File: src/rtl/noc_pkg.sv
// noc_pkg: shared flit-level constants and types for the NoC arbiter slice
package noc_pkg;
  localparam int FLIT_W = 17;
  localparam int FLIT_VALID_BIT = 16;
  localparam int NUM_PORTS = 5;
  typedef logic [FLIT_W-1:0] flit_t;
endpackage

File: src/rtl/flit_fifo_mem.sv
// flit_fifo_mem: DEPTH x FLIT_W register array, synchronous write, asynchronous read
module flit_fifo_mem
  import noc_pkg::*;
#(
  parameter int DEPTH = 4,
  parameter int WIDTH = noc_pkg::FLIT_W,
  localparam int AW = $clog2(DEPTH)
) (
  input  logic             clk,
  input  logic             we,
  input  logic [AW-1:0]    waddr,
  input  logic [WIDTH-1:0] wdata,
  input  logic [AW-1:0]    raddr,
  output logic [WIDTH-1:0] rdata
);
  logic [WIDTH-1:0] mem [DEPTH];
  // storage is left unreset; empty-state masking happens in the consumer
  always_ff @(posedge clk)
    if (we) mem[waddr] <= wdata;
  assign rdata = mem[raddr];
endmodule

File: src/rtl/arb_input_fifo.sv
// arb_input_fifo: per-port ingress FIFO feeding one request/data lane of the round-robin arbiter
module arb_input_fifo
  import noc_pkg::*;
#(
  parameter int DEPTH = 4,
  parameter int FLIT_W = noc_pkg::FLIT_W,
  localparam int AW = $clog2(DEPTH),
  localparam int LW = $clog2(DEPTH + 1)
) (
  input  logic              clk,
  input  logic              reset,
  input  logic [FLIT_W-1:0] in_flit,
  output logic              in_ready,
  output logic              request,
  output logic [FLIT_W-1:0] data,
  input  logic              grant,
  output logic [LW-1:0]     level,
  output logic              err_overflow,
  output logic              err_spurious
);
  logic [AW-1:0] wr_ptr, rd_ptr;
  logic [FLIT_W-1:0] head;
  logic in_valid, full, push, pop;
  assign in_valid = in_flit[FLIT_W-1];
  assign full = level == LW'(DEPTH);
  assign in_ready = !full;
  assign request = level != '0;
  assign push = in_valid && in_ready;
  assign pop = grant && request;
  assign data = request ? {1'b1, head[FLIT_W-2:0]} : '0;
  flit_fifo_mem #(.DEPTH(DEPTH), .WIDTH(FLIT_W)) u_mem (
    .clk  (clk),
    .we   (push),
    .waddr(wr_ptr),
    .wdata(in_flit),
    .raddr(rd_ptr),
    .rdata(head)
  );
  // pointers, occupancy and sticky error flags; all outputs derive from these registers
  always_ff @(posedge clk or posedge reset)
    if (reset) begin
      wr_ptr <= '0;
      rd_ptr <= '0;
      level <= '0;
      err_overflow <= 1'b0;
      err_spurious <= 1'b0;
    end else begin
      if (push) wr_ptr <= wr_ptr + 1'b1;
      if (pop) rd_ptr <= rd_ptr + 1'b1;
      level <= level + LW'(push) - LW'(pop);
      if (in_valid && full) err_overflow <= 1'b1;
      if (grant && !request) err_spurious <= 1'b1;
    end
endmodule

File: config.mk
export PLATFORM = sky130hd
export DESIGN_NAME = arb_input_fifo
export DESIGN_NICKNAME = d
export VERILOG_FILES = /design/src/rtl/noc_pkg.sv /design/src/rtl/flit_fifo_mem.sv /design/src/rtl/arb_input_fifo.sv
export SDC_FILE = /design/constraint.sdc
export NUM_CORES = 1
export LEC_CHECK = 0
export ABC_AREA = 1
export BUFFER_PORTS_ARGS = -buffer_cell sky130_fd_sc_hd__buf_4
export CAP_MARGIN = 20
export CORE_UTILIZATION = 59
export CTS_BUF_LIST = sky130_fd_sc_hd__clkbuf_2 sky130_fd_sc_hd__clkbuf_4 sky130_fd_sc_hd__clkbuf_8
export DETAILED_ROUTE_END_ITERATION = 6
export MAX_ROUTING_LAYER = met4
export PLACE_DENSITY_LB_ADDON = 0.1
export SYNTH_ARGS = -nofsm -noshare
export SYNTH_HDL_FRONTEND = slang
export SYNTH_SLANG_ARGS = --single-unit
File: constraint.sdc
create_clock -name clk -period 2.2 [get_ports clk]
set_input_delay 0.33 -clock clk [delete_from_list [all_inputs] [get_ports clk]]
set_output_delay 0.33 -clock clk [all_outputs]
set_load 0.02 [all_outputs]
Yosys cells after proc, flatten, opt, wreduce, memory -nomap -nowiden
Memory sizes are Yosys's and may differ from the RTL's.
Cells that the tools add are included.
{"block": "word_totals", "reg_bits": 9, "ram_bits": 68, "in_bits": 20, "output_inout_bits": 24, "elab_cells": 21, "mem_count": 1}
{"name": "u_mem.mem", "words": 4, "word_bits": 17, "read_ports": 1, "rd_clocked_by_memory_dff": 0, "write_ports": 1, "line_no": "flit_fifo_mem.sv:16", "source": "logic [WIDTH-1:0] mem [DEPTH];"}
{"block": "op_classes", "addsub": 4, "eq_ne": 1, "muxes": 3, "n_reduce_logical": 7}
{"op": "17-bit 2-to-1 mux", "n": 1}
{"op": "2-bit by 1-bit adder with 2-bit output, second input constant", "n": 2}
{"op": "1-bit logical AND", "n": 4}
{"op": "3-bit by 1-bit adder with 3-bit output", "n": 1}
{"op": "3-bit == test, second input constant", "n": 1}
{"op": "3-bit nonzero test", "n": 1}
{"op": "3-bit by 1-bit subtractor with 3-bit output", "n": 1}
{"op": "1-bit zero test", "n": 2}
{"op": "1-bit 2-to-1 mux", "n": 2}

Depth between registers and ports, before layout
Gate-level depths: netlist (run 1).
{"block": "depth", "word_depth": 5, "depth_mapped": 10, "depth_no_buf": 10}

Hierarchy
From an unflattened synthesis (run 1), not the netlist that was laid out.
{"block": "unflattened", "cells_unflattened": 368, "area_unflattened_um2": 3533.4}
{"module": "flit_fifo_mem", "n_inst": 1, "cells_per_inst": 274, "area_per_inst_um2": 2917.8, "seq_area_each_um2": 2042.0}
{"module": "arb_input_fifo", "n_inst": 1, "cells_per_inst": 94, "area_per_inst_um2": 615.6, "seq_area_each_um2": 225.2}

Worst setup path before layout (run 1)
No wires, ideal clock.
{"block": "synth_timing", "kind": "flip-flop to flip-flop", "startpoint": "register level[1]", "endpoint": "register level[2]", "setup_time_ps": 122, "arrival_ps": 1971, "required_ps": 2078, "setup_slack_ps": 107, "stages_incl_launch_ff": 11, "n_path_buf": 0, "period_less_slack_ps": 2093, "cell_sequence": "dfrtp_1 -> inv_2 -> nand3_2 -> nand2_1 -> inv_1 -> ha_1 -> inv_1 -> ha_1 -> inv_1 -> fa_1 -> xor2_1"}
{"block": "synth_between", "word_cells_on_any_way": 7, "classes_between": "add/sub: 2; eq/ne: 1; reduce/logical: 4"}
{"element": "start, declared", "line_no": "arb_input_fifo.sv:17", "source": "output logic [LW-1:0] level,"}
{"element": "start signal, assigned", "line_no": "arb_input_fifo.sv:50", "source": "level <= level + LW'(push) - LW'(pop);"}
{"element": "3-bit nonzero test", "line_no": "arb_input_fifo.sv:27", "source": "assign request = level != '0;"}
{"element": "via request", "line_no": "arb_input_fifo.sv:14", "source": "output logic request,"}
{"element": "1-bit logical AND", "line_no": "arb_input_fifo.sv:29", "source": "assign pop = grant && request;"}
{"element": "via pop", "line_no": "arb_input_fifo.sv:23", "source": "logic in_valid, full, push, pop;"}
{"element": "3-bit by 1-bit subtractor with 3-bit output", "line_no": "arb_input_fifo.sv:50"}
The timed path passes the listed nets, and every way through them passes these cells.
A chain may end at the register's enable or synchronous reset.

Worst setup path after layout (run 1)
{"block": "layout_timing", "startpoint": "register rd_ptr[1]", "endpoint": "output data[15]"}
{"block": "layout_between", "elab_chain_cells": 2}
{"element": "start, declared", "line_no": "arb_input_fifo.sv:21", "source": "logic [AW-1:0] wr_ptr, rd_ptr;"}
{"element": "start signal, assigned", "line_no": "arb_input_fifo.sv:49", "source": "if (pop) rd_ptr <= rd_ptr + 1'b1;"}
{"element": "memory 4 x 17 bit"}
{"element": "17-bit 2-to-1 mux", "line_no": "arb_input_fifo.sv:30", "source": "assign data = request ? {1'b1, head[FLIT_W-2:0]} : '0;"}
{"element": "end, declared", "line_no": "arb_input_fifo.sv:15", "source": "output logic [FLIT_W-1:0] data,"}
Every way passes these cells.

==> results of run 1 <==
==> area by class of cell <==
cell class / instances / area [um2]
clock buffers: 11 / 139
clock inverters: 4 / 21.3
fillers: 391 / 1380
inverters: 82 / 312
multi-input cells: 145 / 708
flip-flops and latches: 73 / 2150
well taps: 70 / 87.6
repair buffers: 54 / 408
==> layout by cell type, fill, tap and decap left out <==
master	instances
inv_1	77
nand2_1	76
edfxtp_1	64
buf_4	53
nand3_1	35
a21oi_1	16
clkbuf_8	9
dfrtp_1	8
ha_1	6
nor2_1	4
inv_2	3
clkinv_2	3
nand3_2	2
clkbuf_4	2
o21bai_1	1
inv_4	1
xor2_1	1
xnor2_1	1
o21ai_0	1
a21o_1	1
fa_1	1
clkinvlp_4	1
clkinv_1	1
dlygate4sd3_1	1
dfrtp_2	1
==> where the power goes <==
part           leakage [nW]  internal, mW  switching, mW
clock                0.0834         0.421          0.453
sequential            0.688          1.85          0.176
combinational          1.03         0.875           1.45
total                  1.81          3.14           2.08
==> worst paths after layout <==
check | start | to | slack, ns | cells past startpoint
worst max-delay path | rd_ptr[1]$_DFFE_PP0P_ | data[15] | 0.15 | 4
worst min register to register | err_spurious$_DFFE_PP0P_ | err_spurious$_DFFE_PP0P_ | 0.47 | 1
max in group asynchronous | reset | rd_ptr[0]$_DFFE_PP0P_ | 1.38 | 3
min in group asynchronous | reset | err_spurious$_DFFE_PP0P_ | 0.53 | 3
worst min-delay path | in_flit[12] | u_mem.mem[2][12]$_DFFE_PP_ | 0.20 | 1
worst max register to register | level[1]$_DFF_PP0_ | level[2]$_DFF_PP0_ | 0.21 | 10
==> per-stage QoR <==
step	total power [mW]	util	cell area, um2	setup slack, ns
after global placement	4.33	0.702	3650	0.259
after floorplan	3.60	-	3270	0.107
after CTS	5.27	0.734	3820	0.0750
after global routing	5.59	0.735	3820	0.0253
after detailed placement	4.40	0.702	3650	0.190
final	5.22	0.735	3820	0.155
==> state kept, by name, indices dropped and copies added (netlist names) <==
name	count
err_overflow	1
err_spurious	1
level	3
rd_ptr	2
u_mem.mem	64
wr_ptr	2
==> layer usage <==
layer	up-vias	share of wire
met5	-	0
met4	0	0.0020
met3	2	0.041
met2	42	0.52
met1	1010	0.43
li1	1078	-
==> logic make-up after synthesis <==
kind of cell | Yosys count | synth area share
adder cells (fa/ha/maj) | 7 | 0.0291
XOR/XNOR | 2 | 0.00536
flip-flops | 73 | 0.657
AO/OA/AOI/OAI | 19 | 0.0307
AND/OR/NAND/NOR | 117 | 0.152
buffers and inverters | 94 | 0.126
==> repair_timing <==
action,4_1_cts,5_1_grt
hold buffers,1,0
resized for setup,0,1
hold endpoints to repair,9,0
endpoints found under the setup margin,0,5
==> metrics.txt, run 1 <==
library cells used by synthesis=21; final hold viol count=0; Initial DRC Count=146; clock buffer count from CTS=9; Core Region=5200 um2; CTS clk-pin slew, worst paths=0.08 ns; vias in the first global route=2,150; Async SR Flop Fraction=0.123; Critical Path AT=1.72 ns; Root Buffer=clkbuf_8; Top delay family on crit path=flip-flops; Overflow after GRT=0; Die Y=76.4 um; first-pass GRT wire length=10,200 um; Clock Skews=0.00689 ns; buffers plus inverters on the worst setup path=2; total clock sinks=73; met3 Usage GRT=0.0671; total wire length=6050 um; Tcrit/Tclk final=0.930; row cnt=26; Final Slew Violations=0; Yosys Warn Count=0; CTS Buffer Depth=2; synthesized net count=339; synth-to-layout area growth=17.1%; worst hold margin=0.201 ns; largest net degree at the start of global routing=34; max incr delay on CP=0.59 ns; Yosys top cell by area=edfxtp_1; Worst setup SP type=flop; DPL Wire Length=3950 um; RSZ-0062 raised after global routing=no; crit-path cells=clkinv_2 > nand3_1 > a21oi_1 > buf_4; Hold Crit Class=in -> reg; #FFs+latches synth=73; non-filler cells, final=439; Die W=76.4 um; crit path capture type=output port; Nets=392; die area=5840 um2; relative slew slack=0.729; number of synthesized flops with an enable pin=64; H-tree level count=3; CP max-delay cell=dfrtp_1; Worst-Skew Late Latency=0.33 ns; status=finished clean; Post-Syn Instances=312; Pleak=1.81 nW; Crit Path Category=reg -> out; fin crit period=2.05 ns; detailed-route via count=2,132; most frequent cell after synthesis=inv_1; final-report setup violation count=0; busiest grt layer=met2; GR Util met2=0.395; crit path max fanout=16; Initial Utilization=0.627; max_cap viols=0; 1st-pass router iterations=4; PortBufs=43; synthesized area=3270 um2; maximum vdd drop=0.749 mV; most frequent cells after synthesis=77 x inv_1, 76 x nand2_1, 64 x edfxtp_1; average vias per placed instance=4.86; Worst-Margin Slew=0.407 ns; Avg Cell Area, Syn=10.5 um2; PwrDens=1370 nW/um2; Avg WL per Cell=13.8 um; I/O pins=44; TNS Setup=0 ns; gr usage total=0.239; postcts setup bufs=0; placed cell count=423; Top FF cell, synth=edfxtp_1; Max Freq=489 MHz; routability cong.=0.739; Worst Path Required=1.87 ns; CTS tree=done; diodes inserted=0; initial antenna violation count=0; met1 Usage GRT=0.296; register area share after synthesis=0.657; post-synth top area share=0.589; Post-DRT Antenna Nets=0; layout cells sized above 1=0.203; Synth area leaders=edfxtp_1 59%, inv_1 8.9%, nand2_1 8.7%; # DRC=0
(Power assumes the default switching activity.)
==> run 2, diff against run 1 <==
- CORE_UTILIZATION: 59 -> 52
==> run 2 against run 1 <==
  * Fmax rose by 0.61%
  * Die area increased by 13%
  * First-iteration DRC count grew 6.8%
  * Combinational power rose by 3%
  * Hold slack got worse by 0.017 ns
  * Sequential share of layout area down 0.73 points
  * Global-route usage is 2.6 points lower
  * Cell area rose by 1.3%
  * Clock power increased by 11%
  * Register-to-register slack lost 0.04 ns
  * Worst setup slack improved by 0.012 ns
  * Wire length is 1.2% lower
  * Critical endpoint is now level[2]$_DFF_PP0_
  * Largest cell class unchanged
  * Largest power group unchanged
==> metrics.txt, run 2 (same netlist as run 1, synthesis figures left out) <==
status=finished clean; Crit Path Category=reg -> reg; postcts setup bufs=0; vias in the first global route=2,029; initial antenna violation count=0; average vias per placed instance=4.75; P_sw=2.09 mW; P_int=3.28 mW; Worst-Margin Slew=0.433 ns; CTS Buffer Depth=2; clock buffer count from CTS=9; Nets=392; biggest regs=u_mem.mem x64, level x3; Tot Pwr=5.37 mW; total wire length=5980 um; Post-DRT Antenna Nets=0; crit path max fanout=7; largest net degree at the start of global routing=34; Pleak=1.82 nW; Final Slew Violations=0; max_cap viols=0; max FFs per register=64; Die Y=81.2 um; Worst Path Required=2.43 ns; total clock sinks=73; die area=6600 um2; Worst R2R Start=level[1]$_DFF_PP0_; Overflow after GRT=0; DPL Wire Length=3710 um; Clock Skews=0.00613 ns; detailed-route via count=2,109; H-tree level count=3; TNS Setup=0 ns; synth-to-layout area growth=18.6%; CTS clk-pin slew, worst paths=0.07 ns; clock share of power=0.181; Avg WL per Cell=13.5 um; commonest cells after routing, fill and taps aside=77 x inv_1, 76 x nand2_1, 64 x edfxtp_1, 51 x buf_4, 35 x nand3_1; switching portion of total power=0.390; Initial Utilization=0.545; most common cell after layout, fill and taps aside=inv_1; worst hold margin=0.184 ns; 1st-pass router iterations=4; relative slew slack=0.710; crit path capture type=flop; hold-critical path depth=1; PortBufs=43; Reg2Reg Setup Slack=0.17 ns; maximum vdd drop=0.660 mV; fin util=0.647; Tcrit/Tclk final=0.924; # DRC=0; PwrDens=1390 nW/um2; Worst setup SP type=flop; first-pass GRT wire length=9400 um; Initial DRC Count=156; Reg with most FFs=u_mem.mem; Die W=81.2 um; Hold Path Origin=in_flit[5]; gr usage total=0.213; Hold EP=u_mem.mem[1][5]$_DFFE_PP_; R2R depth=9; post-route cell area=3870 um2; I/O pins=44; Core Region=5990 um2; final hold viol count=0; diodes inserted=0; layout cells sized above 1=0.201; Hold Crit Class=in -> reg; r2r endpoint=level[2]$_DFF_PP0_; routability cong.=0.795; RSZ-0062 raised after global routing=no; final-report setup violation count=0; fin crit period=2.03 ns; Critical Path AT=2.26 ns; Reg power frac=0.373; Root Buffer=clkbuf_8; Max Freq=492 MHz; combinational fraction of design power=0.446; Worst-Skew Late Latency=0.34 ns; row cnt=28; placed cell area=3680 um2; CTS tree=done
## run 2: cell count changes in the layout (fill, tap and decap cells not counted)
cell | before | now
buf_4 | 53 | 51
bufinv_16 | 0 | 1
buf_12 | 0 | 2
clkbuf_4 | 2 | 1
clkinv_1 | 1 | 2
clkinvlp_4 | 1 | 0
## run 2: critical path, stage by stage (launching register included)
cell and delay (ns):
dfrtp_1 0.44, inv_2 0.11, nand3_2 0.11, nand2_1 0.23, ha_1 0.27, inv_1 0.06
ha_1 0.13, inv_1 0.05, fa_1 0.36, xor2_1 0.17
## run 2: worst max path at each step
stage	startpoint	end	slack (ns)	cells after the start
floorplan	level[1]$_DFF_PP0_	level[2]$_DFF_PP0_	0.11	10
global placement	level[1]$_DFF_PP0_	level[2]$_DFF_PP0_	0.25	9
detailed placement	level[1]$_DFF_PP0_	level[2]$_DFF_PP0_	0.18	9
CTS	rd_ptr[0]$_DFFE_PP0P_	data[15]	0.03	5
global route	level[1]$_DFF_PP0_	level[2]$_DFF_PP0_	0.03	9
finish	level[1]$_DFF_PP0_	level[2]$_DFF_PP0_	0.17	9
## run 2: cell type report
type / instances / area, um2
fillers: 464 / 2120
well taps: 75 / 93.8
repair buffers: 54 / 433
clock inverters: 5 / 47.5
clock buffers: 10 / 131
inverters: 82 / 312
flip-flops and latches: 73 / 2150
multi-input cells: 145 / 708
## run 2: metal layers
layer | part of all wire | track usage | vias up
met2 | 0.52 | 0.364 | 51
met5 | 0 | - | -
li1 | - | - | 1075
met1 | 0.42 | 0.228 | 973
met3 | 0.037 | 0.0539 | 10
met4 | 0.018 | 0.109 | 0
## run 2: repair_timing
action / CTS / global route
hold endpoints to repair: 9 / 0
hold buffers: 1 / 0
setup endpoints to repair: 0 / 16
resized for setup: 0 / 1
## run 2: stage by stage
stage / setup WS, ns / instances
detailed placement: 0.176 / 428
finish: 0.167 / 444
floorplan: 0.107 / 312
CTS: 0.0308 / 444
global placement: 0.247 / 428
global route: 0.0272 / 444
## run 2: power by group through the flow
| stage | Sequential, mW | Combinational, mW | Clock [mW] |
|---|---|---|---|
| final | 2.00 | 2.40 | 0.971 |
| after global routing | 2.03 | 2.65 | 1.04 |
| after CTS | 2.00 | 2.42 | 0.993 |
| after detailed placement | 2.03 | 2.41 | 0 |
| after global placement | 2.01 | 2.38 | 0 |
| after floorplan | 2.03 | 1.57 | 0 |
